$ cat src/rtl/mem_port_arbiter_if.sv
// Handshake bundle between the IF/MEM requesters and the memory port arbiter.
// Requests flow in; mux select, strobes, acks and stalls flow out.
interface mem_port_arbiter_if;
  logic if_req;
  logic mem_rd_req;
  logic mem_wr_req;
  logic addr_sel;
  logic port_rd;
  logic port_wr;
  logic if_ack;
  logic mem_ack;
  logic if_stall;
  logic mem_stall;
  logic busy;

  modport master (
    output if_req, mem_rd_req, mem_wr_req,
    input  addr_sel, port_rd, port_wr,
    input  if_ack, mem_ack,
    input  if_stall, mem_stall, busy
  );

  modport slave (
    input  if_req, mem_rd_req, mem_wr_req,
    output addr_sel, port_rd, port_wr,
    output if_ack, mem_ack,
    output if_stall, mem_stall, busy
  );
endinterface

$ cat src/rtl/mem_port_arbiter.sv
// Single-port unified memory arbiter: MEM wins ties, a starvation
// counter forces an IF grant after STARVE_MAX consecutive IF losses.
module mem_port_arbiter #(
  parameter int LAT        = 1,
  parameter int STARVE_MAX = 3
) (
  input logic clk,
  input logic rst,
  mem_port_arbiter_if.slave bus
);

  typedef enum logic [1:0] {
    IDLE      = 2'd0,
    SERVE_IF  = 2'd1,
    SERVE_MEM = 2'd2
  } state_t;

  state_t     state_q, state_d;
  logic [3:0] lat_q, lat_d;
  logic [3:0] starve_q, starve_d;
  logic       is_wr_q, is_wr_d;

  logic mem_any;
  logic last;
  logic arb;
  logic if_win;

  assign mem_any = bus.mem_rd_req | bus.mem_wr_req;
  assign last    = (lat_q == 4'd0);
  assign arb     = (state_q == IDLE) | last;
  assign if_win  = bus.if_req &
                   (~mem_any | (starve_q == 4'(STARVE_MAX)));

  always_ff @(posedge clk or negedge rst) begin
    if (!rst) begin
      state_q  <= IDLE;
      lat_q    <= 4'd0;
      starve_q <= 4'd0;
      is_wr_q  <= 1'b0;
    end else begin
      state_q  <= state_d;
      lat_q    <= lat_d;
      starve_q <= starve_d;
      is_wr_q  <= is_wr_d;
    end
  end

  always_comb begin
    state_d  = state_q;
    lat_d    = lat_q;
    starve_d = starve_q;
    is_wr_d  = is_wr_q;
    if (!arb) begin
      lat_d = lat_q - 4'd1;
    end else if (if_win) begin
      state_d  = SERVE_IF;
      lat_d    = 4'(LAT - 1);
      starve_d = 4'd0;
    end else if (mem_any) begin
      state_d = SERVE_MEM;
      lat_d   = 4'(LAT - 1);
      // Both strobes high is a protocol error; the write wins.
      is_wr_d = bus.mem_wr_req;
      if (bus.if_req) begin
        starve_d = (starve_q == 4'hF) ? 4'hF
                                      : starve_q + 4'd1;
      end else begin
        starve_d = 4'd0;
      end
    end else begin
      state_d  = IDLE;
      lat_d    = 4'd0;
      starve_d = 4'd0;
    end
  end

  assign bus.addr_sel  = (state_q == SERVE_MEM);
  assign bus.port_rd   = (state_q == SERVE_IF) |
                         ((state_q == SERVE_MEM) & ~is_wr_q);
  assign bus.port_wr   = (state_q == SERVE_MEM) & is_wr_q;
  assign bus.if_ack    = (state_q == SERVE_IF) & last;
  assign bus.mem_ack   = (state_q == SERVE_MEM) & last;
  assign bus.busy      = (state_q != IDLE);
  assign bus.if_stall  = bus.if_req & ~bus.if_ack;
  assign bus.mem_stall = mem_any & ~bus.mem_ack;

endmodule

$ cat src/flat_wrapper.sv
// flat-port wrapper written by rule: the top's interface ports become plain ports
module mem_port_arbiter_flat 
#(
  parameter int LAT        = 1,
  parameter int STARVE_MAX = 3
)
  (clk, rst, bus_if_req, bus_mem_rd_req, bus_mem_wr_req, bus_addr_sel, bus_port_rd, bus_port_wr, bus_if_ack, bus_mem_ack, bus_if_stall, bus_mem_stall, bus_busy);
  mem_port_arbiter_if bus_i ();
  input logic clk;
  input logic rst;
  input wire logic [$bits(bus_i.if_req)-1:0] bus_if_req;
  input wire logic [$bits(bus_i.mem_rd_req)-1:0] bus_mem_rd_req;
  input wire logic [$bits(bus_i.mem_wr_req)-1:0] bus_mem_wr_req;
  output wire logic [$bits(bus_i.addr_sel)-1:0] bus_addr_sel;
  output wire logic [$bits(bus_i.port_rd)-1:0] bus_port_rd;
  output wire logic [$bits(bus_i.port_wr)-1:0] bus_port_wr;
  output wire logic [$bits(bus_i.if_ack)-1:0] bus_if_ack;
  output wire logic [$bits(bus_i.mem_ack)-1:0] bus_mem_ack;
  output wire logic [$bits(bus_i.if_stall)-1:0] bus_if_stall;
  output wire logic [$bits(bus_i.mem_stall)-1:0] bus_mem_stall;
  output wire logic [$bits(bus_i.busy)-1:0] bus_busy;
  assign bus_i.if_req = bus_if_req;
  assign bus_i.mem_rd_req = bus_mem_rd_req;
  assign bus_i.mem_wr_req = bus_mem_wr_req;
  assign bus_addr_sel = bus_i.addr_sel;
  assign bus_port_rd = bus_i.port_rd;
  assign bus_port_wr = bus_i.port_wr;
  assign bus_if_ack = bus_i.if_ack;
  assign bus_mem_ack = bus_i.mem_ack;
  assign bus_if_stall = bus_i.if_stall;
  assign bus_mem_stall = bus_i.mem_stall;
  assign bus_busy = bus_i.busy;
  mem_port_arbiter #(.LAT(LAT), .STARVE_MAX(STARVE_MAX)) u_core (.clk(clk), .rst(rst), .bus(bus_i));
endmodule
$ cat config.mk
export PLATFORM = sky130hd
export DESIGN_NAME = mem_port_arbiter_flat
export DESIGN_NICKNAME = d
export VERILOG_FILES = /design/src/rtl/mem_port_arbiter_if.sv /design/src/rtl/mem_port_arbiter.sv /design/src/flat_wrapper.sv
export SDC_FILE = /design/constraint.sdc
export NUM_CORES = 1
export LEC_CHECK = 0
export CAP_MARGIN = 20
export CORE_MARGIN = 5
export CORE_UTILIZATION = 30
export DETAILED_ROUTE_END_ITERATION = 10
export GPL_ROUTABILITY_DRIVEN = 0
export PLACE_DENSITY = 0.57
export SYNTH_ARGS = -nofsm -noshare
export SYNTH_HDL_FRONTEND = slang
export SYNTH_SLANG_ARGS = --single-unit
$ cat constraint.sdc
create_clock -name clk -period 1.45 [get_ports clk]
set_input_delay 0.29 -clock clk [delete_from_list [all_inputs] [get_ports clk]]
set_output_delay 0.29 -clock clk [all_outputs]
set_load 0.02 [all_outputs]
==> results.cfg <==
[outcome]
outcome = finished with violations
violations = setup timing

[critical_path]
critPathRequiredTime_ps = 1160
crit_path_top_delay_cell = or3b_4
critPathCaptureType = primary output
worstPathArrival_ps = 1590
path_delay_family = simple AND/OR/NAND/NOR gates
crit_type = flip-flop to primary output
start_kind = flip-flop
crit_chain = inv_2 -> ha_4 -> or3b_4 -> nor2_4 -> nor2b_4 -> buf_6
path_max_fanout = 3
path_buf_inv = 2
slowest_delay_ps = 410

[layout]
multiInputGateArea_um2 = 440
fillerInstances = 205
num_antenna_cells = 0
final_cells = 137
nets = 118
drive_gt1_frac = 0.587
area_growth_pct = 72.5
seqCellArea_um2 = 275

[floorplan]
die_h_um = 57.2
start_util = 0.308
fp-row-count = 17
io_pins = 13
fp.dieW_um = 57.2
coreArea_um2 = 2170
die_area_um2 = 3270

[clock_tree]
htree_levels = 1
numCtsBuffers = 3
cts_root_buffer = clkbuf_4
clockBufferDepth = 2
holdBufCountCts = 0
path_clk_slew_ps = 80
cts_tree = built
clkLatencyLatePin_ps = 270
cts.sinks = 11

[sta]
fin_crit_sh = 1.30
skew_ps = 3.82
finalSetupViolCount = 15
rsz0062_at_grt = yes
relSlewSlack = 0.733
fmaxAchievable_ghz = 0.532
fin_tns_setup_ps = -4360
finalCriticalPeriod_ps = 1880
slew_violations = 0
hold_viol = 0
fin_ws_ps = -429
tightest_slew_ps = 400

[synth]
synthArstFlopShare = 1.00
yosysTopAreaCellShare = 0.412
yosysTopAreaCell = dfrtp_1
synthesis.area_um2 = 668
yosysMostFrequentCell = dfrtp_1
yosysUniqueCellTypes = 28
syn_inst = 63
synth_edf_count = 0
post_synth.cell_area_avg_um2 = 10.6
yosysSeqAreaShare = 0.412
synth.net_count = 71
synthTopCellsByCount = dfrtp_1 (11), nor2_1 (10), inv_1 (4)
yosys_most_used_dff = dfrtp_1
synth_area_leaders = dfrtp_1 (41%), ha_1 (5.6%), nor2_1 (5.6%)
synth-seq-cells = 11
yosysWarnings = 0

[detailed_routing]
drc = 0
vias = 637
avgRoutedWirePerCell_um = 12.3
drtPass1Iterations = 4
wl_um = 1680
drt_iter0_markers = 4
postRouteAntennaNets = 0
viasPerCell = 4.65

[power]
power.total_mw = 0.741
p_leak_nw = 0.548
power.density_nw_per_um2 = 643
worst_ir_drop_vdd_mv = 0.359

[global_route]
grt_pass1_wl_um = 2810
grt-ovfl-total = 0
globalRouteTotalUtil = 0.110
antenna_found_initial = 0
grt_max_degree = 12
grt_pass1_vias = 681

[run]
cap_viol_max_count = 0

[placed_design]
dp_hpwl_um = 1250
port_buffers = 12
placed_cells = 124

[min_path]
hold_path_class = primary input to async pin
[cell type report]
cell class,count,share of cell area
inverter,4,0.0130
multi-input combinational,47,0.382
clock buffer,4,0.0228
tap,28,0.0304
sequential,11,0.239
timing repair buffer,43,0.313
[layer usage]
metal,GRT usage,vias to the layer above,wire length (um)
met3,0.0317,0,53
li1,-,320,-
met5,0,-,0
met1,0.125,307,771
met2,0.186,10,858
met4,0.0596,0,0
[where the power goes]
| group | total (mW) | internal [mW] | switching [mW] |
|---|---|---|---|
| Combinational | 0.194 | 0.107 | 0.0866 |
| Sequential | 0.327 | 0.317 | 0.0107 |
| Clock | 0.220 | 0.107 | 0.114 |
[logic make-up (layout without fill, tap and decap cells)]
| family | Yosys count | count (layout) | synth area share |
|---|---|---|---|
| and+or+nand+nor | 25 | 25 | 0.221 |
| muxes | 2 | 2 | 0.0449 |
| xor gates and xnor gates | 2 | 2 | 0.0262 |
| AOI/OAI and AO/OA | 15 | 15 | 0.200 |
| DFF | 11 | 11 | 0.412 |
| buffers and inverters | 5 | 51 | 0.0393 |
| adders and majority gates | 3 | 3 | 0.0562 |
[per-stage QoR]
| stage | worst slack (ps) | utilization | area [um2] | hold WS, ps |
|---|---|---|---|---|
| CTS | -444 | 0.501 | 1090 | 307 |
| global route | -475 | 0.531 | 1150 | 328 |
| finish | -429 | 0.531 | 1150 | 304 |
| detailed placement | -666 | 0.464 | 1010 | 507 |
| floorplan | -192 | - | 698 | -5.59 |
| global placement | -625 | 0.464 | 1010 | 501 |
[placed cells by master, fill, tap and decap left out, types with 2 or more instances in the layout]
master	n
mux2_4	2
inv_2	4
dfrtp_1	11
a21oi_2	2
nor3_1	2
clkbuf_4	3
clkdlybuf4s50_1	4
nor2_1	6
buf_6	6
xnor2_1	2
nor3b_1	2
nand2b_4	2
ha_1	2
nor2_4	4
nand3_1	2
buf_4	31
a22o_1	3
[repair_timing]
item / 4_1_cts / 5_1_grt
pin swaps: 3 / 5
setup endpoints to repair: 19 / 18
gates resized for setup: 50 / 13
setup buffers: 5 / 5
cloned: 0 / 0
[path summary, 6_finish.rpt]
| path | start | to | slack (ps) | cells after the start |
|---|---|---|---|---|
| worst min register to register | u_core.starve_q[1]$_DFFE_PN0N_ | u_core.starve_q[1]$_DFFE_PN0N_ | 550 | 1 |
| max in group asynchronous | rst | u_core.state_q[1]$_DFFE_PN0N_ | 990 | 2 |
| worst max-delay path | u_core.lat_q[1]$_DFF_PN0_ | bus_if_stall | -430 | 6 |
| min in group clk | u_core.starve_q[1]$_DFFE_PN0N_ | u_core.starve_q[1]$_DFFE_PN0N_ | 550 | 1 |
| worst max register to register | u_core.lat_q[1]$_DFF_PN0_ | u_core.starve_q[1]$_DFFE_PN0N_ | -340 | 7 |
| worst min-delay path | rst | u_core.starve_q[1]$_DFFE_PN0N_ | 300 | 2 |
[worst register-to-register path: stages (launching register included)]
cell,delay [ps]
dfrtp_1,400
inv_2,90
ha_4,120
or3b_4,410
buf_4,160
buf_8,130
nand2_8,80
mux2_4,300
[sequential cells by signal, summed over array words and instances (netlist names)]
| name | cells |
|---|---|
| u_core.lat_q | 4 |
| u_core.starve_q | 4 |
| u_core.state_q | 2 |
| u_core.is_wr_q | 1 |
(Power assumes the default switching activity.)
